<file path="src/rtl/manchester_unescape.sv">
// Byte-stream unescaper: strips ESCAPE_SYMBOL prefixes, converts raw ESCAPED_SYMBOL into a tuser frame-start flag.
// Optional saturating protocol-error counter enabled by defining MANCHESTER_UNESCAPE_ERRCNT_EN.
module manchester_unescape #(
  parameter int unsigned              DATA_WIDTH     = 8,
  parameter logic [DATA_WIDTH-1:0]    ESCAPED_SYMBOL = 8'hD5,
  parameter logic [DATA_WIDTH-1:0]    ESCAPE_SYMBOL  = 8'hE5
) (
  input  logic                  aclk,
  input  logic                  aresetn,
  input  logic [DATA_WIDTH-1:0] s_axis_tdata,
  input  logic                  s_axis_tvalid,
  output logic                  s_axis_tready,
  input  logic                  s_axis_tlast,
  output logic [DATA_WIDTH-1:0] m_axis_tdata,
  output logic                  m_axis_tvalid,
  input  logic                  m_axis_tready,
  output logic                  m_axis_tlast,
  output logic                  m_axis_tuser,
  output logic                  err_pulse,
  output logic [15:0]           err_count
);

  typedef enum logic {NORMAL, ESC} state_t;

  state_t                  state_q, state_d;
  logic                    sof_q, sof_d;
  logic                    emit_d;
  logic                    err_d;
  logic                    accept;
  logic                    is_esc, is_sof;
  logic                    m_tvalid_q;
  logic [DATA_WIDTH-1:0]   m_tdata_q;
  logic                    m_tlast_q;
  logic                    m_tuser_q;
  logic                    err_pulse_q;

  // Output slot is free when empty or being drained this cycle; held low in reset.
  assign s_axis_tready = aresetn && (!m_tvalid_q || m_axis_tready);
  assign accept        = s_axis_tvalid && s_axis_tready;
  assign is_esc        = (s_axis_tdata == ESCAPE_SYMBOL);
  assign is_sof        = (s_axis_tdata == ESCAPED_SYMBOL);

  always_comb begin
    state_d = state_q;
    sof_d   = sof_q;
    emit_d  = 1'b0;
    err_d   = 1'b0;
    if (accept) begin
      case (state_q)
        NORMAL: begin
          if (is_esc || is_sof) begin
            if (s_axis_tlast) begin
              // A control byte cannot close a frame: drop it and forget any frame start.
              err_d = 1'b1;
              sof_d = 1'b0;
            end else if (is_esc) begin
              state_d = ESC;
            end else begin
              sof_d = 1'b1;
            end
          end else begin
            emit_d = 1'b1;
            sof_d  = 1'b0;
          end
        end
        ESC: begin
          emit_d  = 1'b1;
          sof_d   = 1'b0;
          state_d = NORMAL;
          err_d   = !(is_esc || is_sof);
        end
        default: state_d = NORMAL;
      endcase
    end
  end

  always_ff @(posedge aclk or negedge aresetn) begin
    if (!aresetn) begin
      state_q     <= NORMAL;
      sof_q       <= 1'b0;
      m_tvalid_q  <= 1'b0;
      m_tdata_q   <= '0;
      m_tlast_q   <= 1'b0;
      m_tuser_q   <= 1'b0;
      err_pulse_q <= 1'b0;
    end else begin
      state_q     <= state_d;
      sof_q       <= sof_d;
      err_pulse_q <= err_d;
      if (emit_d) begin
        m_tvalid_q <= 1'b1;
        m_tdata_q  <= s_axis_tdata;
        m_tlast_q  <= s_axis_tlast;
        m_tuser_q  <= sof_q;
      end else if (m_axis_tready) begin
        m_tvalid_q <= 1'b0;
      end
    end
  end

  assign m_axis_tvalid = m_tvalid_q;
  assign m_axis_tdata  = m_tdata_q;
  assign m_axis_tlast  = m_tlast_q;
  assign m_axis_tuser  = m_tuser_q;
  assign err_pulse     = err_pulse_q;

`ifdef MANCHESTER_UNESCAPE_ERRCNT_EN
  logic [15:0] err_cnt_q;

  always_ff @(posedge aclk or negedge aresetn) begin
    if (!aresetn) begin
      err_cnt_q <= '0;
    end else if (err_d && (err_cnt_q != '1)) begin
      err_cnt_q <= err_cnt_q + 16'd1;
    end
  end

  assign err_count = err_cnt_q;
`else
  assign err_count = '0;
`endif

endmodule

</file>
<file path="config.mk">
export PLATFORM = sky130hd
export DESIGN_NAME = manchester_unescape
export DESIGN_NICKNAME = d
export VERILOG_FILES = /design/src/rtl/manchester_unescape.sv
export SDC_FILE = /design/constraint.sdc
export NUM_CORES = 1
export LEC_CHECK = 0
export ABC_AREA = 1
export BUFFER_PORTS_ARGS = -buffer_cell sky130_fd_sc_hd__buf_4
export CAP_MARGIN = 20
export CORE_ASPECT_RATIO = 1.25
export CORE_MARGIN = 2
export CORE_UTILIZATION = 39
export DETAILED_ROUTE_END_ITERATION = 8
export GPL_TIMING_DRIVEN = 1
export PLACE_DENSITY = 0.78
export SYNTH_ARGS = -nofsm -noshare
export SYNTH_HDL_FRONTEND = slang
export SYNTH_SLANG_ARGS = --single-unit
</file>
<file path="constraint.sdc">
create_clock -name aclk -period 1.1 [get_ports aclk]
set_input_delay 0.22 -clock aclk [delete_from_list [all_inputs] [get_ports aclk]]
set_output_delay 0.22 -clock aclk [all_outputs]
set_load 0.1 [all_outputs]
</file>
# [Word level (Yosys, flattened, before mapping)]
# Index checks and enable logic that the tools add are counted.
[word_totals] register_bits=14 latch_bits=0 ramBits=0 mem_bits_ro=0 inputBits=13 out_inout_bits=29 word_cells=36 mem_count=0
[classes] add_sub_neg=0 mul=0 div=0 n_lt_le_gt_ge=0 eq_ne=3 shifts=0 n_mux=17 bitwise=1 reduce_logical=8
[op_table] operator="== test 8 bit, second input constant" count=2
[op_table] operator="2-to-1 mux 1 bit" count=13
[op_table] operator="case mux 1 bit (2 select lines)" count=4
[op_table] operator="inequality test 4 bit, second input constant" count=1
[op_table] operator="logical AND 1 bit" count=2
[op_table] operator="logical NOT 1 bit" count=2
[op_table] operator="logical OR 1 bit" count=2
[op_table] operator="AND reduction 2 bit" count=1
[op_table] operator="nonzero test 2 bit" count=1
[op_table] operator="inverter 1 bit" count=1

# [Depth between registers and ports, before layout]
# Gate-level depths: netlist of the first run.
[logic_depth] word_depth=6 depth_mapped=9 mapped_depth_nobuf=8

# [Worst setup path before layout of the first run]
# OpenSTA, ideal clock, no wires.
[synth_path] kind="reg-to-reg" startpoint="reg m_tvalid_q (netlist: m_axis_tvalid)" endpoint="reg m_tdata_q[0] (netlist: m_axis_tdata[0])" setup_time_ns=0.122 arrival_ns=2.360 required_ns=0.978 path_slack_ns=-1.382 stages_incl_launch_ff=10 path_buffers=1 period_less_slack_ns=2.482 cell_sequence="dfrtp_1 -> inv_1 -> nor2_1 -> nor2_2 -> nand2_1 -> inv_2 -> nand2_2 -> buf_6 -> nand2_1 -> nand2_1"
[synth_between] elab_chain_cells=5
[synth_rtl] element="start, declared" line="31" rtl="logic m_tvalid_q;"
[synth_rtl] element="start signal, assigned" line="81" rtl="m_tvalid_q <= 1'b0;"
[synth_rtl] element="start signal, assigned" line="91" rtl="m_tvalid_q <= 1'b1;"
[synth_rtl] element="start signal, assigned" line="96" rtl="m_tvalid_q <= 1'b0;"
[synth_rtl] element="logical NOT 1 bit" line="38" rtl="assign s_axis_tready = aresetn && (!m_tvalid_q || m_axis_tready);"
[synth_rtl] element="logical OR 1 bit" line="38"
[synth_rtl] element="logical AND 1 bit" line="38"
[synth_rtl] element="named net s_axis_tready" line="12" rtl="output logic s_axis_tready,"
[synth_rtl] element="logical AND 1 bit" line="39" rtl="assign accept = s_axis_tvalid && s_axis_tready;"
[synth_rtl] element="2-to-1 mux 1 bit" line="48" rtl="if (accept) begin"
[synth_rtl] element="end signal, assigned" line="92" rtl="m_tdata_q <= s_axis_tdata;"
[synth_rtl] element="end, declared" line="32" rtl="logic [DATA_WIDTH-1:0] m_tdata_q;"
# The timed path passes the listed nets, and every way through them passes these cells.
# A chain may end at the register's enable or synchronous reset.

# [Worst setup path in the final report of the first run]
[layout_path] startpoint="reg m_tvalid_q (netlist: m_axis_tvalid)" endpoint="out s_axis_tready"
[layout_between] elab_chain_cells=3
[layout_rtl] element="logical NOT 1 bit" line="38"
[layout_rtl] element="logical OR 1 bit" line="38"
[layout_rtl] element="logical AND 1 bit" line="38"
[layout_rtl] element="end, declared" line="12"
# Every way passes these cells.

==> metrics, run 1 <==
via count=772; Synth top area share=44.0%; CP Cell Sequence=inv_2, nor2_2, nor2_4, buf_12; H-tree levels=1; P_leak=0.694 nW; GRT Util Overall=~14%; Critical Path End Type=output pin; failing checks=setup timing; Fill cells=152; final worst-path setup slack=-275 ps; Final Critical Period=about 1400 ps; initial antenna violation count=0; Starting Density=about 41%; Post-Synth Simple-Gate Area=30.8%; Routed Wire Length=roughly 1900 um; DP Wirelength=about 1300 um; clk_lat worst skew=270 ps; worst vdd ir=0.00117 V; final hold vios=0; Avg Cell Area, Syn=between 7 and 8 sq um; register area share after synthesis=44.0%; Setup Viol. Count Final=20; clk sinks=14; final setup skew=6.91 ps; dpl cell area=1050 sq um; core area=1960 sq um; WL per Instance=11.5 um; # DRC=0; FMAX=approximately 0.73 GHz; Rows=18; # diodes=0; post-route ant nets=0; setup slack at placement=-150 ps; top post-synthesis cells by area=dfrtp_1 44%, buf_4 17%, nand2_1 15%; fin nets=about 160; Clk pin slew, worst setup/hold paths=roughly 80 ps; Clock power frac=approximately 16%; DIE AREA=approximately 2400 sq um; first-pass GRT wire length=2520 um; share of cells above drive strength 1=between 50% and 60%; DR vias/cell=4.62; multiplexer share of the synthesized area=0%; Power, Total=between 2 and 2.5 mW; Longest Clk Path Bufs=2; Cell Area, Synth=approximately 800 sq um; critical path type=reg2out; Req. time, crit path=a little under 900 ps; I/O pins=42; sw power=1.09 mW; largest family of logic cells by synthesized area=simple AND/OR/NAND/NOR gates; Hold WS=roughly 150 ps; area added between synthesis and finish=65.3%; RSZ-0062 raised after global routing=yes; width of the die=~44 um; crit share post-route=125%; Pins Over Slew Limit=0; pwr/cell area=1700 nW/um^2; number of global-route vias before repair=609; startpoint types=flop; CTS tree=yes; die height=54.5 um; Mapped Cells=100; CTS buffer count=3; Switching Fraction=48.9%; Iteration-0 DRC Markers=8; top cell type by total area after synthesis=dfrtp_1; post-route cell area=around 1300 sq um; Internal=1.14 mW; CP Max Fanout=2; Sequential Power Share=slightly below 30%; Crit path largest cell delay=about 480 ps; adder and majority cell fraction of the synthesized area=0%; Logic pwr share=54.2%; CP max stage cell=dfrtp_4; root buf cell=clkbuf_4; grt total ovfl=0; status=finished, violations left; Synth Area in XOR/XNOR=0%; DRT Pass-1 Iters=4; Compound-Gate Fraction of Synth Area=under 10%; YS warnings=0; largest net degree at the start of global routing=15; worst path arrival time=1150 ps; Synth cell types=17; Port Buf Inserts=25; Max-Cap Viols=0; flops & latches, synth=14; GPL Wtd Cong=0.790; Tightest Hold Check Type=in2reg
## worst max-delay path, delay by kind of cell, from the launching register on
kind / cells / cell delay [ps]
simple gates: 2 / 150
flops: 1 / 480
buf+inv: 2 / 250
## through the flow
stage                     util (%)  cells  TNS (ps)
after floorplan                  -    115    -10480
after global routing          67.2    167     -4510
final                         67.2    167     -3380
after detailed placement      53.7    155     -1610
after global placement        53.7    155     -1130
after CTS                     63.2    163     -3210
## synth_stat cells
| cell | n |
|---|---|
| nand2_2 | 2 |
| buf_4 | 18 |
| conb_1 | 1 |
| dfrtp_1 | 14 |
| nand2_1 | 31 |
| inv_2 | 2 |
| nor3_1 | 1 |
| inv_1 | 7 |
| nand3_2 | 1 |
| nand3_1 | 10 |
| o21a_1 | 1 |
| nand4_1 | 3 |
| a21oi_1 | 1 |
| buf_6 | 1 |
| o21ai_0 | 1 |
| nor2_2 | 4 |
| nor2_1 | 2 |
## per-layer routing
metal	global-route usage [%]	up-vias	part of all wire [%]
li1	-	374	-
met2	25.5	29	52
met4	8.59	0	0.99
met5	0	-	0
met1	16.8	367	41
met3	1.32	2	5.6
## placed cells by master (no fill, tap or decap)
master,instances
conb_1,16
nor2_2,4
clkbuf_8,1
nor2_4,1
nand3_1,9
dfrtp_4,1
nand3_2,2
inv_1,6
clkbuf_4,3
buf_6,6
o21ai_0,1
nor3_1,1
o21a_1,1
buf_12,9
a21oi_1,1
nand2_2,2
clkinv_4,1
buf_8,1
dlygate4sd3_1,1
nor2_1,1
nand2_8,1
buf_4,30
dfrtp_1,2
dfrtp_2,11
nand4_1,3
nand2_1,30
inv_2,2
## power by group through the flow
stage,Clock (mW),Combinational (mW),Sequential (mW)
floorplan,0,0.415,1.09
global placement,0,1.02,0.640
detailed placement,0,1.02,0.641
CTS,0.366,1.14,0.649
global route,0.392,1.25,0.668
finish,0.363,1.21,0.660
## area by class of cell
cell class / count / area, sq um / area share (%)
well taps: 20 / 25.0 / 1.90
clock buffers: 4 / 36.3 / 2.75
flip-flops and latches: 14 / 368 / 27.9
multi-input cells: 73 / 352 / 26.7
inverters: 9 / 38.8 / 2.94
repair buffers: 47 / 498 / 37.8
## flip-flops by register name (all words and copies together), names as in the netlist
signal	count
m_axis_tvalid	1
m_axis_tuser	1
m_axis_tlast	1
sof_q	1
state_q	1
m_axis_tdata	8
err_pulse	1
## worst paths after layout
kind | startpoint | endpoint | slack, ps | cells past startpoint
setup / recovery | m_axis_tvalid | s_axis_tready | -270 | 4
hold / removal | m_axis_tready | m_axis_tvalid | 150 | 2
setup reg to reg | m_axis_tvalid | m_axis_tdata[3] | -240 | 9
hold reg to reg | sof_q | sof_q | 490 | 2
max in group asynchronous | aresetn | m_axis_tvalid | 480 | 3
min in group asynchronous | aresetn | m_axis_tuser | 430 | 3
## repair_timing
item,CTS,global route
setup buffers,3,4
endpoints found under the hold margin,14,0
pin swaps,1,0
setup endpoints to repair,26,27
resized for setup,28,12
hold buffers,1,0
## cell families after synthesis
group / count (synthesis)
AO/OA/AOI/OAI: 3
AND/OR/NAND/NOR: 54
other: 1
flip-flops: 14
buffers and inverters: 28
Note: power is estimated with default switching activity, not from simulation.
==> run 2, diff against run 1 <==
- SKIP_CTS_REPAIR_TIMING: unset -> 1
==> metrics, run 2 (synthesized netlist as in run 1, its figures left out) <==
status=finished, violations left (unchanged); failing checks=setup timing (unchanged); die height=54.5 um (unchanged); Max-Cap Viols=0 (unchanged); final worst-path setup slack=-322 ps (was -275 ps); Critical Path End Type=output pin (unchanged); startpoint types=flop (unchanged); area added between synthesis and finish=68.0% (was 65.3%); pwr/cell area=1680 nW/um^2 (was 1700 nW/um^2); DP Wirelength=1270 um (unchanged); CP max stage cell=dfrtp_4 (unchanged); DIE AREA=2420 sq um (unchanged); number of global-route vias before repair=576 (was 609); # DRC=0 (unchanged); share of cells above drive strength 1=59.7% (was 51.0%); initial antenna violation count=0 (unchanged); Core Util, Final=68.3% (was 67.2%); Setup Viol. Count Final=24 (was 20); Hold WS=164 ps (was 146 ps); reg2reg start=m_axis_tvalid (unchanged); worst path arrival time=1200 ps (was 1150 ps); Clk pin slew, worst setup/hold paths=90 ps (was 80 ps); CTS buffer count=3 (unchanged); post-route setup TNS=-2860 ps (was -3380 ps); final hold vios=0 (unchanged); GRT met3 Usage=1.32% (unchanged); P_leak=0.681 nW (was 0.694 nW); dpl cell area=1050 sq um (unchanged); clk sinks=14 (unchanged); Crit path largest cell delay=500 ps (was 480 ps); post-route cell area=1340 sq um (was 1320 sq um); CP Cell Sequence=inv_4, nor2_4, nor2_4, buf_12 (was inv_2, nor2_2, nor2_4, buf_12); CP Max Fanout=2 (unchanged); root buf cell=clkbuf_4 (unchanged); clk_lat worst skew=280 ps (was 270 ps); GPL Wtd Cong=0.790 (unchanged); Fill cells=145 (was 152); Port Buf Inserts=25 (unchanged); width of the die=44.4 um (unchanged); WL per Instance=13.6 um (was 11.5 um); most frequent cell on the critical path=nor2_4; Pins Over Slew Limit=0 (unchanged); fin nets=158 (was 161); RSZ-0062 raised after global routing=yes (unchanged); Iteration-0 DRC Markers=25 (was 8); grt total ovfl=0 (unchanged); worst vdd ir=0.000898 V (was 0.00117 V); Rows=18 (unchanged); most frequent cells in the layout=27 x buf_4, 24 x nand2_1, 16 x conb_1 (was 30 x nand2_1, 30 x buf_4, 16 x conb_1); Worst Hold Launch=s_axis_tdata[6] (was m_axis_tready); Starting Density=40.7% (unchanged); H-tree levels=1 (unchanged); worst reg2reg endpoint=m_axis_tdata[3] (unchanged); critical path type=reg2out (unchanged); Largest register FFs=8 (unchanged); first-pass GRT wire length=2220 um (was 2520 um); largest net degree at the start of global routing=15 (unchanged); FMAX=0.703 GHz (was 0.727 GHz); core area=1960 sq um (unchanged); Worst R2R Path Depth=8 (was 9); GRT Util Overall=12.8% (was 14.4%); Critical Path End=s_axis_tready (unchanged); most used routing layer=met2 (unchanged); Routed Wire Length=2240 um (was 1920 um); DR vias/cell=4.82 (was 4.62); met2 usage=22.5% (was 25.5%); DRT Pass-1 Iters=4 (unchanged); # diodes=0 (unchanged); CTS tree=yes (unchanged); Longest Clk Path Bufs=2 (unchanged); via count=790 (was 772); final setup skew=5.37 ps (was 6.91 ps); CP Launch Point=m_axis_tvalid (unchanged); Final Critical Period=1420 ps (was 1370 ps); I/O pins=42 (unchanged); Req. time, crit path=880 ps (about the same); post-route ant nets=0 (unchanged); R2R setup slack=-230 ps (was -240 ps); crit share post-route=129% (was 125%); Tightest Hold Check Type=in2reg (unchanged); most common cell after layout, fill and taps aside=buf_4; met1 GRT Util=14.0% (was 16.8%)
==> run 2: how the worst min path moves through the flow <==
stage / to / slack (ps) / depth (start not counted)
global placement: m_axis_tvalid / 170 / 2
CTS: sof_q / -130 / 2
detailed placement: m_axis_tvalid / 170 / 2
floorplan: err_pulse / -80 / 0
finish: m_axis_tdata[6] / 160 / 3
global route: m_axis_tdata[2] / 170 / 3
==> run 2: final cells by class <==
type / count / area [sq um] / share of cell area (%)
inverter: 9 / 41.3 / 3.08
tap: 20 / 25.0 / 1.87
clock buffer: 4 / 36.3 / 2.71
timing repair buffer: 43 / 440 / 32.9
multi-input combinational: 74 / 428 / 32.0
sequential: 14 / 368 / 27.5
==> run 2: routing by layer <==
| metal | share of wire [%] | wire length [um] | vias to the layer above |
|---|---|---|---|
| met5 | 0 | 0 | - |
| met4 | 4.1 | 92 | 0 |
| met3 | 5.4 | 121 | 9 |
| met2 | 54 | 1210 | 43 |
| met1 | 36 | 814 | 373 |
| li1 | - | - | 365 |
==> run 2: where the power goes <==
group | internal [mW] | switching, mW | total [mW]
Clock | 0.202 | 0.179 | 0.380
Combinational | 0.321 | 0.884 | 1.20
Sequential | 0.594 | 0.0744 | 0.668
Total | 1.12 | 1.14 | 2.25
==> run 2: per-stage QoR <==
stage / cells / power, mW / setup slack [ps]
finish: 164 / 2.25 / -322
floorplan: 115 / 1.50 / -770
CTS: 159 / 2.02 / -389
detailed placement: 155 / 1.66 / -150
global route: 164 / 2.32 / -368
global placement: 155 / 1.66 / -102
==> run 2: worst max-delay path, delay by kind of cell, from the launching register on <==
kind                   cells  cell delay, ps
buffers and inverters      2             260
DFF                        1             500
and+or+nand+nor            2             150
